File: src/rtl/keypad_pkg.sv
// rtl/keypad_pkg.sv - shared types, constants and width helper for the keypad scanner
package keypad_pkg;

    typedef enum logic {
        ST_DRIVE = 1'b0,
        ST_GAP   = 1'b1
    } scan_state_e;

    localparam int KEY_NONE = 0;
    localparam int DB_CNT_W = 4;

    // Index width that never collapses to zero bits for a single-entry range
    function automatic int key_w(input int n);
        return (n > 1) ? $clog2(n) : 1;
    endfunction

endpackage

File: src/rtl/keypad_scanner_if.sv
// rtl/keypad_scanner_if.sv - keypad pins plus key event/level outputs, master = scanner side
interface keypad_scanner_if
    import keypad_pkg::*;
#(
    parameter int ROWS = 3,
    parameter int COLS = 3
) ();
    localparam int NKEYS = ROWS * COLS;
    localparam int KW    = key_w(NKEYS);

    logic [ROWS-1:0]  row_out;
    logic [COLS-1:0]  col_in;
    logic             key_valid;
    logic [KW-1:0]    key_code;
    logic [NKEYS-1:0] key_state;
    logic             scan_tick;

    modport master (
        output row_out, key_valid, key_code, key_state, scan_tick,
        input  col_in
    );

    modport slave (
        input  row_out, key_valid, key_code, key_state, scan_tick,
        output col_in
    );
endinterface

File: src/rtl/keypad_debounce.sv
// rtl/keypad_debounce.sv - one key: agreement counter, stable level and press/release strobes
module keypad_debounce
    import keypad_pkg::*;
#(
    parameter int DEBOUNCE = 3
) (
    input  logic hwclk,
    input  logic rst_n,
    input  logic en_i,
    input  logic sample_i,
    output logic stable_o,
    output logic press_o,
    output logic release_o
);
    logic [DB_CNT_W-1:0] cnt_q;
    logic                stable_q;
    logic                flip;

    assign flip      = en_i && (sample_i != stable_q) && (cnt_q == DB_CNT_W'(DEBOUNCE - 1));
    assign press_o   = flip && !stable_q;
    assign release_o = flip && stable_q;
    assign stable_o  = stable_q;

    always_ff @(posedge hwclk or negedge rst_n) begin
        if (!rst_n) begin
            cnt_q    <= '0;
            stable_q <= 1'b0;
        end else if (en_i) begin
            if (sample_i == stable_q) begin
                cnt_q <= '0;
            end else if (flip) begin
                stable_q <= ~stable_q;
                cnt_q    <= '0;
            end else begin
                cnt_q <= cnt_q + 1'b1;
            end
        end
    end
endmodule

File: src/rtl/keypad_scanner.sv
// rtl/keypad_scanner.sv - row-strobed matrix keypad scanner with debounce and press events
// Optional auto-repeat of held keys: define KEYPAD_AUTOREPEAT_EN.
module keypad_scanner
    import keypad_pkg::*;
#(
    parameter int ROWS     = 3,
    parameter int COLS     = 3,
    parameter int SCAN_DIV = 100,
    parameter int DEBOUNCE = 3,
    parameter int REPEAT   = 64
) (
    input  logic             hwclk,
    input  logic             rst_n,
    keypad_scanner_if.master kp
);
    localparam int NKEYS = ROWS * COLS;
    localparam int KW    = key_w(NKEYS);
    localparam int RW    = key_w(ROWS);
    localparam int DW    = key_w(SCAN_DIV);

    logic [1:0]       rst_sync_q;
    logic             rst_int_n;
    logic [DW-1:0]    div_q;
    logic             tick;
    scan_state_e      state_q, state_d;
    logic [RW-1:0]    row_q, row_d;
    logic [ROWS-1:0]  row_out_q;
    logic [COLS-1:0]  col_s1_q, col_s2_q;
    logic [NKEYS-1:0] samp_q;
    logic             frame_end;
    logic [NKEYS-1:0] stable, press, rel, rep_fire;
    logic [NKEYS-1:0] pending_q, pending_d;
    logic [KW-1:0]    issue_idx;
    logic             any_pending;
    logic             key_valid_q;
    logic [KW-1:0]    key_code_q;

    // Assert asynchronously, release two clocks after rst_n rises
    always_ff @(posedge hwclk or negedge rst_n) begin
        if (!rst_n) rst_sync_q <= '0;
        else        rst_sync_q <= {rst_sync_q[0], 1'b1};
    end
    assign rst_int_n = rst_sync_q[1];

    assign tick = (div_q == DW'(SCAN_DIV - 1));

    always_ff @(posedge hwclk or negedge rst_int_n) begin
        if (!rst_int_n) div_q <= '0;
        else            div_q <= tick ? '0 : div_q + 1'b1;
    end

    always_comb begin
        state_d = state_q;
        row_d   = row_q;
        if (tick) begin
            if (state_q == ST_DRIVE) begin
                state_d = ST_GAP;
            end else begin
                state_d = ST_DRIVE;
                row_d   = (row_q == RW'(ROWS - 1)) ? '0 : row_q + 1'b1;
            end
        end
    end

    always_ff @(posedge hwclk or negedge rst_int_n) begin
        if (!rst_int_n) begin
            state_q   <= ST_DRIVE;
            row_q     <= '0;
            row_out_q <= '1;
        end else begin
            state_q   <= state_d;
            row_q     <= row_d;
            row_out_q <= (state_d == ST_DRIVE) ? ~(ROWS'(1) << row_d) : '1;
        end
    end

    // Columns idle high through pull-ups, so the synchroniser resets to all ones
    always_ff @(posedge hwclk or negedge rst_int_n) begin
        if (!rst_int_n) begin
            col_s1_q <= '1;
            col_s2_q <= '1;
            samp_q   <= '0;
        end else begin
            col_s1_q <= kp.col_in;
            col_s2_q <= col_s1_q;
            for (int r = 0; r < ROWS; r++) begin
                if (tick && state_q == ST_DRIVE && row_q == RW'(r))
                    samp_q[r*COLS +: COLS] <= ~col_s2_q;
            end
        end
    end

    // All keys debounce together at the end of the last gap, so keys seen in one frame flip together
    assign frame_end = tick && (state_q == ST_GAP) && (row_q == RW'(ROWS - 1));

    for (genvar k = 0; k < NKEYS; k++) begin : g_key
        keypad_debounce #(.DEBOUNCE(DEBOUNCE)) u_db (
            .hwclk     (hwclk),
            .rst_n     (rst_int_n),
            .en_i      (frame_end),
            .sample_i  (samp_q[k]),
            .stable_o  (stable[k]),
            .press_o   (press[k]),
            .release_o (rel[k])
        );
    end

`ifdef KEYPAD_AUTOREPEAT_EN
    localparam int RPW = key_w(REPEAT);
    for (genvar k = 0; k < NKEYS; k++) begin : g_rep
        logic [RPW-1:0] rep_q;
        assign rep_fire[k] = frame_end && stable[k] && !rel[k] && (rep_q == RPW'(REPEAT - 1));
        always_ff @(posedge hwclk or negedge rst_int_n) begin
            if (!rst_int_n) begin
                rep_q <= '0;
            end else if (frame_end) begin
                if (!stable[k] || rel[k] || rep_fire[k]) rep_q <= '0;
                else                                     rep_q <= rep_q + 1'b1;
            end
        end
    end
`else
    assign rep_fire = '0;
`endif

    always_comb begin
        issue_idx   = KW'(KEY_NONE);
        any_pending = |pending_q;
        for (int k = NKEYS - 1; k >= 0; k--) begin
            if (pending_q[k]) issue_idx = KW'(k);
        end
        pending_d = pending_q;
        if (tick && any_pending) pending_d[issue_idx] = 1'b0;
        pending_d = (pending_d | press | rep_fire) & ~rel;
    end

    always_ff @(posedge hwclk or negedge rst_int_n) begin
        if (!rst_int_n) begin
            pending_q   <= '0;
            key_valid_q <= 1'b0;
            key_code_q  <= KW'(KEY_NONE);
        end else begin
            pending_q   <= pending_d;
            key_valid_q <= tick && any_pending;
            if (tick && any_pending) key_code_q <= issue_idx;
        end
    end

    assign kp.row_out   = row_out_q;
    assign kp.scan_tick = tick;
    assign kp.key_valid = key_valid_q;
    assign kp.key_code  = key_code_q;
    assign kp.key_state = stable;
endmodule
File: src/flat_wrapper.sv
// flat-port wrapper written by rule: the top's interface ports become plain ports
module keypad_scanner_flat import keypad_pkg::*;
#(
    parameter int ROWS     = 3,
    parameter int COLS     = 3,
    parameter int SCAN_DIV = 100,
    parameter int DEBOUNCE = 3,
    parameter int REPEAT   = 64
)
  (hwclk, rst_n, kp_row_out, kp_key_valid, kp_key_code, kp_key_state, kp_scan_tick, kp_col_in);
  keypad_scanner_if #(.ROWS(ROWS), .COLS(COLS)) kp_i ();
  input  logic hwclk;
  input  logic rst_n;
  output wire logic [$bits(kp_i.row_out)-1:0] kp_row_out;
  output wire logic [$bits(kp_i.key_valid)-1:0] kp_key_valid;
  output wire logic [$bits(kp_i.key_code)-1:0] kp_key_code;
  output wire logic [$bits(kp_i.key_state)-1:0] kp_key_state;
  output wire logic [$bits(kp_i.scan_tick)-1:0] kp_scan_tick;
  input wire logic [$bits(kp_i.col_in)-1:0] kp_col_in;
  assign kp_row_out = kp_i.row_out;
  assign kp_key_valid = kp_i.key_valid;
  assign kp_key_code = kp_i.key_code;
  assign kp_key_state = kp_i.key_state;
  assign kp_scan_tick = kp_i.scan_tick;
  assign kp_i.col_in = kp_col_in;
  keypad_scanner #(.ROWS(ROWS), .COLS(COLS), .SCAN_DIV(SCAN_DIV), .DEBOUNCE(DEBOUNCE), .REPEAT(REPEAT)) u_core (.hwclk(hwclk), .rst_n(rst_n), .kp(kp_i));
endmodule
File: config.mk
export PLATFORM = sky130hd
export DESIGN_NAME = keypad_scanner_flat
export DESIGN_NICKNAME = d
export VERILOG_FILES = /design/src/rtl/keypad_pkg.sv /design/src/rtl/keypad_scanner_if.sv /design/src/rtl/keypad_debounce.sv /design/src/rtl/keypad_scanner.sv /design/src/flat_wrapper.sv
export SDC_FILE = /design/constraint.sdc
export NUM_CORES = 1
export LEC_CHECK = 0
export ABC_AREA = 1
export ABC_CLOCK_PERIOD_IN_PS = 3700
export BUFFER_PORTS_ARGS = -buffer_cell sky130_fd_sc_hd__buf_2
export CAP_MARGIN = 20
export CORE_UTILIZATION = 55
export DETAILED_ROUTE_END_ITERATION = 6
export PLACE_DENSITY = 0.81
export SLEW_MARGIN = 15
export SYNTH_ARGS = -nofsm -noshare
export SYNTH_HDL_FRONTEND = slang
export SYNTH_SLANG_ARGS = --single-unit
File: constraint.sdc
create_clock -name hwclk -period 3.7 [get_ports hwclk]
set_input_delay 0.37 -clock hwclk [delete_from_list [all_inputs] [get_ports hwclk]]
set_output_delay 0.37 -clock hwclk [all_outputs]
set_load 0.02 [all_outputs]
==> results_dict.tcl, run 1 <==
set metrics [dict create \
    hold_slack_ns 0.0906 \
    cts_buffers 9 \
    placed_area_um2 4340 \
    crit_buf_inv 2 \
    power_per_cell_area_nw_per_um2 372 \
    drv_slew 0 \
    gp_congestion 0.833 \
    rsz0062_at_grt "no" \
    crit_type "register to register" \
    clkLatencyLatePin_ns 0.37 \
    cap_violations 0 \
    rows 31 \
    cp.depth 7 \
    rr_worst_depth 7 \
    critPathTopFamily "buffers and inverters" \
    die_w_um 89.3 \
    io_pins 23 \
    hpwl_um 5250 \
    grt_pass1_wl_um 12700 \
    crit_arrival_ns 2.86 \
    max_slew_margin 0.625 \
    fmax_mhz 385 \
    htreeDepth 3 \
    clk_pin_slew_ns 0.09 \
    worst_path_most_repeated_cell "ha_1" \
    nets 492 \
    die_area_um2 7980 \
    numPortBuffers 22 \
    worst_slew_pin_slew_ns 0.559 \
    r2r_start "u_core.div_q[0]" \
    cts_tree "built" \
    cpMaxStageDelayCell "clkinv_1" \
    period_minus_slack_ns 2.59 \
    area_growth_pct 9.48 \
    hold_viol_final 0 \
    startpoint_type "register" \
    postRouteAntennaNets 0 \
    syn_area_per_cell_um2 9.47 \
    hp-start "kp_col_in[1]" \
    cp_cell_sequence "ha_1, nand4_4, clkinv_2, ha_1, nand3_4, clkinv_1, o22ai_1" \
    hold_path_class "primary input to register" \
    cts.sink_count 89 \
    synthesis.area_um2 4200 \
    dr.pass1.iters 4 \
    synth_seq_cells 89 \
    syn_inst 443 \
    core-area_um2 7330 \
    vdd_drop_max_v 0.000250 \
    synth_top_area_share 0.477 \
    cp_slowest_stage_delay_ns 0.57 \
    ys_types 28 \
    end_kind "register" \
    synthesis.nets 469 \
    outcome "complete, no violations" \
    die_h_um 89.3 \
    grt_overflow 0 \
    finalCritPeriodShare 0.701 \
    skew_ns 0.0119 \
    grt_pass1_vias 2759 \
    fin_area_um2 4590 \
    final_cells 570 \
    tns_ns 0 \
    initial_utilization 0.572 \
    root_buffer "clkbuf_8" \
    yosysTopAreaCell "dfrtp_1" \
    antennaDiodeCount 0 \
    synth_warnings 0 \
    wirelength_um 7450 \
    worstPathRequired_ns 3.97 \
    routedWlPerCell_um 13.1 \
    ys_seq_area_frac 0.534 \
    antenna_found_initial 0 \
    grtUsageTotal 0.214 \
    drive_gt1_frac 0.125 \
    grt_max_degree 88 \
    cts_max_path_buffers 2 \
    fillers 585 \
    setup_viol 0 \
    p_leak_nw 2.16 \
    synthTopCellsByArea "dfrtp_1 48%, nand2_1 8.4%, ha_1 6.3%, dfstp_2 5.6%, inv_1 4.8%" \
    startpoint "u_core.div_q[0]" \
    viasPerCell 5.19 \
    vias 2957 \
    whs_path_depth 1 \
    finalPower_mw 1.71 \
    cp_max_fo 28 \
    drc_errors 0 \
    placed_cells 552 \
    drtIter0Drc 176 \
]
[kinds of logic (layout without fill, tap and decap cells)]
| logic type | Yosys count | count (layout) | synth area share |
|---|---|---|---|
| and+or+nand+nor | 177 | 177 | 0.194 |
| other | 1 | 1 | 0.000894 |
| buffers and inverters | 69 | 97 | 0.0725 |
| adders and majority gates | 21 | 21 | 0.0626 |
| DFF | 89 | 89 | 0.534 |
| AOI/OAI and AO/OA | 57 | 57 | 0.0755 |
| xor gates and xnor gates | 29 | 29 | 0.0605 |
[per-layer routing]
metal  up-vias  track usage  wire length [um]
met5         -            0                 0
li1       1480            -                 -
met1      1405        0.275              3510
met4         0       0.0967               163
met2        56        0.347              3510
met3        16       0.0517               265
[report_power, final]
| part | switching [mW] | internal [mW] |
|---|---|---|
| Combinational | 0.0137 | 0.00514 |
| Clock | 0.365 | 0.339 |
| Sequential | 0.00742 | 0.979 |
[cell usage after synthesis]
cell type  count
a21oi_1        3
buf_2          2
buf_4          9
buf_6          1
clkinv_1       1
clkinv_2       1
conb_1         1
dfrtp_1       80
dfstp_2        9
ha_1          21
inv_1         54
inv_2          1
nand2_1       94
nand3_1       34
nand3_4        1
nand4_1       11
nand4_2        1
nand4_4        1
nor2_1        21
nor2_2         1
nor2_4         2
nor3_1         3
o21ai_0       33
o21ai_2        2
o22ai_1       19
or2_1          8
xnor2_1       19
xor2_1        10
[placed cells by master (no fill, tap or decap), types with 3 or more instances in the layout]
cell type | Yosys | final
a21oi_1 | 3 | 3
buf_2 | 2 | 22
clkbuf_8 | 0 | 10
dfrtp_1 | 80 | 79
dfstp_2 | 9 | 9
ha_1 | 21 | 21
inv_1 | 54 | 54
nand2_1 | 94 | 94
nand3_1 | 34 | 34
nand4_1 | 11 | 11
nor2_1 | 21 | 21
nor3_1 | 3 | 3
o21ai_0 | 33 | 33
o22ai_1 | 19 | 19
or2_1 | 8 | 8
xnor2_1 | 19 | 19
xor2_1 | 10 | 10
[layout make-up]
cell class	count	area [um^2]	area share
well taps	99	124	0.0270
flip-flops and latches	89	2240	0.488
repair buffers	24	148	0.0321
clock buffers	10	138	0.0300
multi-input cells	285	1650	0.360
clock inverters	6	73.8	0.0161
inverters	57	215	0.0469
[through the flow]
stage | util | worst slack [ns]
after CTS | 0.623 | 1.08
after global routing | 0.627 | 0.916
after global placement | 0.593 | 1.28
after detailed placement | 0.593 | 1.09
after floorplan | - | 1.05
final | 0.627 | 1.11
[worst paths after layout]
check	endpoint	slack [ns]
min	u_core.col_s1_q[1]	0.09
max in group asynchronous	u_core.kp.key_code[2]	2.84
max reg2reg	u_core.g_key[6].u_db.cnt_q[3]	1.11
max	u_core.g_key[6].u_db.cnt_q[3]	1.11
min in group asynchronous	u_core.samp_q[1]	0.24
min reg2reg	u_core.samp_q[1]	0.24
[what timing repair did]
action | in CTS | in global routing
endpoints found under the hold margin | 2 | 0
resized for setup | 0 | 0
hold buffers | 1 | 0
buffers inserted | 0 | 0
Note: power is estimated with default switching activity, not from simulation.
==> run 2: changes to the inputs <==
--- a/config.mk
+++ b/config.mk
@@ -6,12 +6,12 @@
 export NUM_CORES = 1
 export LEC_CHECK = 0
 export ABC_AREA = 1
-export ABC_CLOCK_PERIOD_IN_PS = 3700
+export ABC_CLOCK_PERIOD_IN_PS = 2300
 export BUFFER_PORTS_ARGS = -buffer_cell sky130_fd_sc_hd__buf_2
 export CAP_MARGIN = 20
 export CORE_UTILIZATION = 55
 export DETAILED_ROUTE_END_ITERATION = 6
-export PLACE_DENSITY = 0.81
+export PLACE_DENSITY = 0.84
 export SLEW_MARGIN = 15
 export SYNTH_ARGS = -nofsm -noshare
 export SYNTH_HDL_FRONTEND = slang
==> constraint.sdc (replaced) <==
create_clock -name hwclk -period 2.3 [get_ports hwclk]
set_input_delay 0.23 -clock hwclk [delete_from_list [all_inputs] [get_ports hwclk]]
set_output_delay 0.23 -clock hwclk [all_outputs]
set_load 0.02 [all_outputs]
==> results_dict.tcl, run 2 (synthesized netlist as in run 1, its figures left out) <==
set metrics [dict create \
    hold_path_class "primary input to async pin" \
    vdd_drop_max_v 0.000486 \
    die_h_um 89.3 \
    utilization 0.638 \
    antenna_found_initial 0 \
    rsz0062_at_grt "no" \
    grt_pass1_vias 3082 \
    area_growth_pct 11.4 \
    hold_viol_final 0 \
    power_per_cell_area_nw_per_um2 584 \
    place_ws_ns 0.0618 \
    cp_max_fo 7 \
    nets 503 \
    startpoint_type "register" \
    worst_slack_ns 0.186 \
    cpMaxStageDelayCell "dfrtp_1" \
    grtUsageTotal 0.227 \
    setup_viol 0 \
    period_minus_slack_ns 2.11 \
    htreeDepth 3 \
    mostFrequentLayoutCells "94 x nand2_1, 79 x dfrtp_1, 54 x inv_1, 34 x nand3_1, 33 x o21ai_0" \
    antennaDiodeCount 0 \
    cts.sink_count 89 \
    postRouteAntennaNets 0 \
    cts_tree "built" \
    drc_errors 0 \
    io_pins 23 \
    end_kind "register" \
    die_w_um 89.3 \
    numPortBuffers 22 \
    routedWlPerCell_um 14.2 \
    tns_ns 0 \
    p_leak_nw 2.19 \
    skew_ns 0.00839 \
    crit_buf_inv 1 \
    drive_gt1_frac 0.141 \
    clkLatencyLatePin_ns 0.36 \
    finalCritPeriodShare 0.919 \
    viasPerCell 5.35 \
    die_area_um2 7980 \
    drv_slew 0 \
    clk_pin_slew_ns 0.09 \
    grt_max_degree 44 \
    rows 31 \
    fillers 574 \
    grt_overflow 0 \
    grt_pass1_wl_um 13500 \
    worst_slew_pin_slew_ns 0.543 \
    cap_violations 0 \
    crit_type "register to register" \
    drtIter0Drc 285 \
    final_common_cell "nand2_1" \
    wirelength_um 8260 \
    root_buffer "clkbuf_8" \
    final_cells 581 \
    outcome "complete, no violations" \
    core-area_um2 7330 \
    placed_cells 558 \
    initial_utilization 0.572 \
    worstPathRequired_ns 2.61 \
    cp_slowest_stage_delay_ns 0.40 \
    cp_cell_sequence "ha_1, nand4_4, clkinv_2, ha_2, nand3_4, nor2_1, nand4_1, or2_1, nand2_1" \
    hpwl_um 5820 \
    max_slew_margin 0.638 \
    vias 3108 \
    cts_max_path_buffers 2 \
    gp_congestion 0.813 \
    crit_arrival_ns 2.42 \
    fmax_mhz 473 \
    dr.pass1.iters 4 \
    fin_area_um2 4670 \
    cts_buffers 9 \
    placed_area_um2 4390 \
    critPathTopFamily "simple AND/OR/NAND/NOR gates" \
]
-- run 2: cell count changes in the layout (fill, tap and decap cells not counted), moves of 2 or more --
cell | before | now
buf_4 | 0 | 7
dlygate4sd3_1 | 1 | 4
clkbuf_16 | 0 | 2
nand3_2 | 0 | 2
-- run 2: routing by layer --
layer	GRT usage	part of all wire	up-vias	wire (um)
met3	0.0536	0.047	15	389
li1	-	-	1504	-
met5	0	0	-	0
met2	0.398	0.51	74	4210
met4	0.107	0.023	0	187
met1	0.263	0.42	1515	3480
-- run 2: final cells by class --
type,instances,area (um^2),share of cell area
flip-flops and latches,89,2240,0.480
repair buffers,33,203,0.0434
multi-input cells,287,1680,0.358
clock inverters,5,41.3,0.00883
well taps,99,124,0.0265
clock buffers,11,174,0.0372
inverters,57,215,0.0460
-- run 2: report_power, final --
part | switching [mW] | leakage [nW] | internal, mW
Sequential | 0.0173 | 1.20 | 1.58
Combinational | 0.0175 | 0.889 | 0.0101
Clock | 0.578 | 0.103 | 0.534
Total | 0.613 | 2.19 | 2.12
-- run 2: per-stage QoR --
stage	hold WS, ns	power (mW)
floorplan	-0.0656	1.63
global placement	0.0158	1.65
detailed placement	0.0182	1.65
CTS	0.153	2.76
global route	0.171	2.83
finish	0.175	2.73
-- run 2: timing repair --
item,4_1_cts,5_1_grt
buffers inserted,0,1
hold buffers,4,0
setup endpoints to repair,0,19
endpoints found under the hold margin,5,0
gates resized for setup,0,1
-- run 2: worst register-to-register path, cell delays in order (launching register included) --
cell,delay [ns]
dfrtp_1,0.40
ha_1,0.26
nand4_4,0.13
clkinv_2,0.12
ha_2,0.27
nand3_4,0.17
nor2_1,0.21
nand4_1,0.17
or2_1,0.27
nand2_1,0.07
-- run 2: path summary, 6_finish.rpt --
check / start / to / slack (ns) / cells past startpoint
max: u_core.div_q[0] / register / 0.19 / 9
min: rst_n / u_core.rst_sync_q[0] / 0.17 / 2
max reg2reg: u_core.div_q[0] / register / 0.19 / 9
min reg2reg: u_core.rst_sync_q[1] / u_core.state_q / 0.33 / 0
max in group asynchronous: u_core.rst_sync_q[1] / u_core.col_s1_q[2] / 1.31 / 1
min in group hwclk: u_core.col_s1_q[1] / u_core.col_s2_q[1] / 0.36 / 0
==> run 3: changes to the inputs <==
--- a/config.mk
+++ b/config.mk
@@ -11,7 +11,9 @@
 export CAP_MARGIN = 20
 export CORE_UTILIZATION = 55
 export DETAILED_ROUTE_END_ITERATION = 6
+export MAX_ROUTING_LAYER = met4
 export PLACE_DENSITY = 0.84
+export REMOVE_ABC_BUFFERS = 1
 export SLEW_MARGIN = 15
 export SYNTH_ARGS = -nofsm -noshare
 export SYNTH_HDL_FRONTEND = slang
==> results_dict.tcl, run 3 (synthesized netlist as in run 1, its figures left out) <==
set metrics [dict create \
    outcome "complete, no violations" \
    final_cells 578 \
    fmax_mhz 480 \
    rrSetupSlack_ns 0.22 \
    grt_overflow 0 \
    utilization 0.632 \
    critPathTopFamily "simple AND/OR/NAND/NOR gates" \
    grt_pass1_wl_um 12400 \
    cap_violations 0 \
    antenna_found_initial 0 \
    placed_cells 558 \
    drtIter0Drc 214 \
    rr_worst_depth 9 \
    grt_pass1_vias 2818 \
    io_pins 23 \
    worstPathRequired_ns 2.60 \
    hpwl_um 5480 \
    area_growth_pct 10.4 \
    cp_slowest_stage_delay_ns 0.38 \
    crit_buf_inv 1 \
    skew_ns 0.00644 \
    wirelength_um 7580 \
    end_kind "register" \
    cp.depth 9 \
    mostFrequentLayoutCells "94 x nand2_1, 79 x dfrtp_1, 54 x inv_1, 34 x nand3_1, 33 x o21ai_0" \
    power_per_cell_area_nw_per_um2 580 \
    vdd_drop_max_v 0.000423 \
    finalCritPeriodShare 0.905 \
    final_common_cell "nand2_1" \
    combPwrFrac 0.011 \
    wl_met1_um 3460 \
    p_clk_frac 0.397 \
    numPortBuffers 22 \
    fin_area_um2 4630 \
    pwr-share-seq 0.592 \
    setup_viol 0 \
    cts.sink_count 89 \
    clkLatencyLatePin_ns 0.35 \
    die_area_um2 7980 \
    hold_path_class "primary input to async pin" \
    viasPerCell 5.23 \
    crit_arrival_ns 2.38 \
    cts_buffers 9 \
    finalPower_mw 2.69 \
    die_h_um 89.3 \
    startpoint_type "register" \
    rsz0062_at_grt "no" \
    cp_max_fo 25 \
    dr.pass1.iters 4 \
    rows 31 \
    routedWlPerCell_um 13.1 \
    postCtsResizedCells 0 \
    drc_errors 0 \
    crit_type "register to register" \
    p_leak_nw 2.18 \
    top_layer "met4" \
    nets 500 \
    vias 3021 \
    initial_utilization 0.572 \
    cpMaxStageDelayCell "dfrtp_1" \
    worst_path_most_repeated_cell "ha_1" \
    switching_share 0.211 \
    antennaDiodeCount 0 \
    internal-power_mw 2.12 \
    die_w_um 89.3 \
    dr_wl_met2_um 3650 \
    hold_viol_final 0 \
    drive_gt1_frac 0.127 \
    htreeDepth 3 \
    grt_max_degree 56 \
    wl_met3_um 286 \
    cts_max_path_buffers 2 \
    root_buffer "clkbuf_8" \
    period_minus_slack_ns 2.08 \
    hold_slack_ns 0.173 \
    grtUsageTotal 0.215 \
    post_cts_buffers 0 \
    cp_cell_sequence "ha_1, nand4_4, clkinv_2, ha_1, nand3_4, nor2_1, nand4_1, or2_1, nand2_1" \
    clk_pin_slew_ns 0.08 \
    postRouteAntennaNets 0 \
    gp_congestion 0.776 \
    switchingPower_uw 567 \
    placed_area_um2 4400 \
    core-area_um2 7330 \
    cts_tree "built" \
    drv_slew 0 \
]
==> run 3: changes by cell type in the layout (fill, tap and decap cells not counted), moves of 2 or more <==
cell / change
buf_4: -2
nand3_2: -2
inv_6: -2
clkbuf_1: +3
clkbuf_16: -2
==> run 3: what timing repair did <==
item | in CTS | in global routing
hold buffers | 4 | 0
endpoints found under the hold margin | 5 | 0
endpoints found under the setup margin | 0 | 0
==> run 3: per-stage QoR <==
| stage | setup slack [ns] | setup TNS (ns) |
|---|---|---|
| final | 0.218 | 0 |
| after global routing | 0.0323 | 0 |
| after CTS | 0.195 | 0 |
| after detailed placement | 0.235 | 0 |
| after global placement | 0.359 | 0 |
| after floorplan | -0.347 | -27.05 |
==> run 3: area by class of cell <==
| class | instances | area, um^2 |
|---|---|---|
| clock buffer | 13 | 149 |
| clock inverter | 3 | 42.5 |
| fill | 569 | 2700 |
| inverter | 57 | 215 |
| multi-input combinational | 285 | 1650 |
| sequential | 89 | 2240 |
| tap | 99 | 124 |
| timing repair buffer | 32 | 208 |
==> run 3: path summary, 6_finish.rpt <==
check	startpoint	endpoint
max in group asynchronous	u_core.rst_sync_q[1]	u_core.kp.row_out[2]
worst min-delay path	rst_n	u_core.rst_sync_q[1]
worst max-delay path	u_core.div_q[0]	register
min in group hwclk	u_core.rst_sync_q[0]	u_core.rst_sync_q[1]
worst min register to register	u_core.rst_sync_q[1]	u_core.g_key[3].u_db.cnt_q[3]
worst max register to register	u_core.div_q[0]	register
==> run 3: per-layer routing <==
layer,vias to the layer above,track usage
met5,-,-
met4,0,0.105
met3,17,0.0462
met2,61,0.336
met1,1453,0.268
li1,1490,-
==> run 3: power groups by stage <==
stage / Clock (mW) / Sequential (mW) / Combinational (mW)
2_1_floorplan: 0 / 1.63 / 0.000145
3_3_place_gp: 0 / 1.62 / 0.0258
3_5_place_dp: 0 / 1.62 / 0.0264
4_1_cts: 1.07 / 1.59 / 0.0316
5_1_grt: 1.14 / 1.59 / 0.0349
6_report: 1.07 / 1.59 / 0.0301
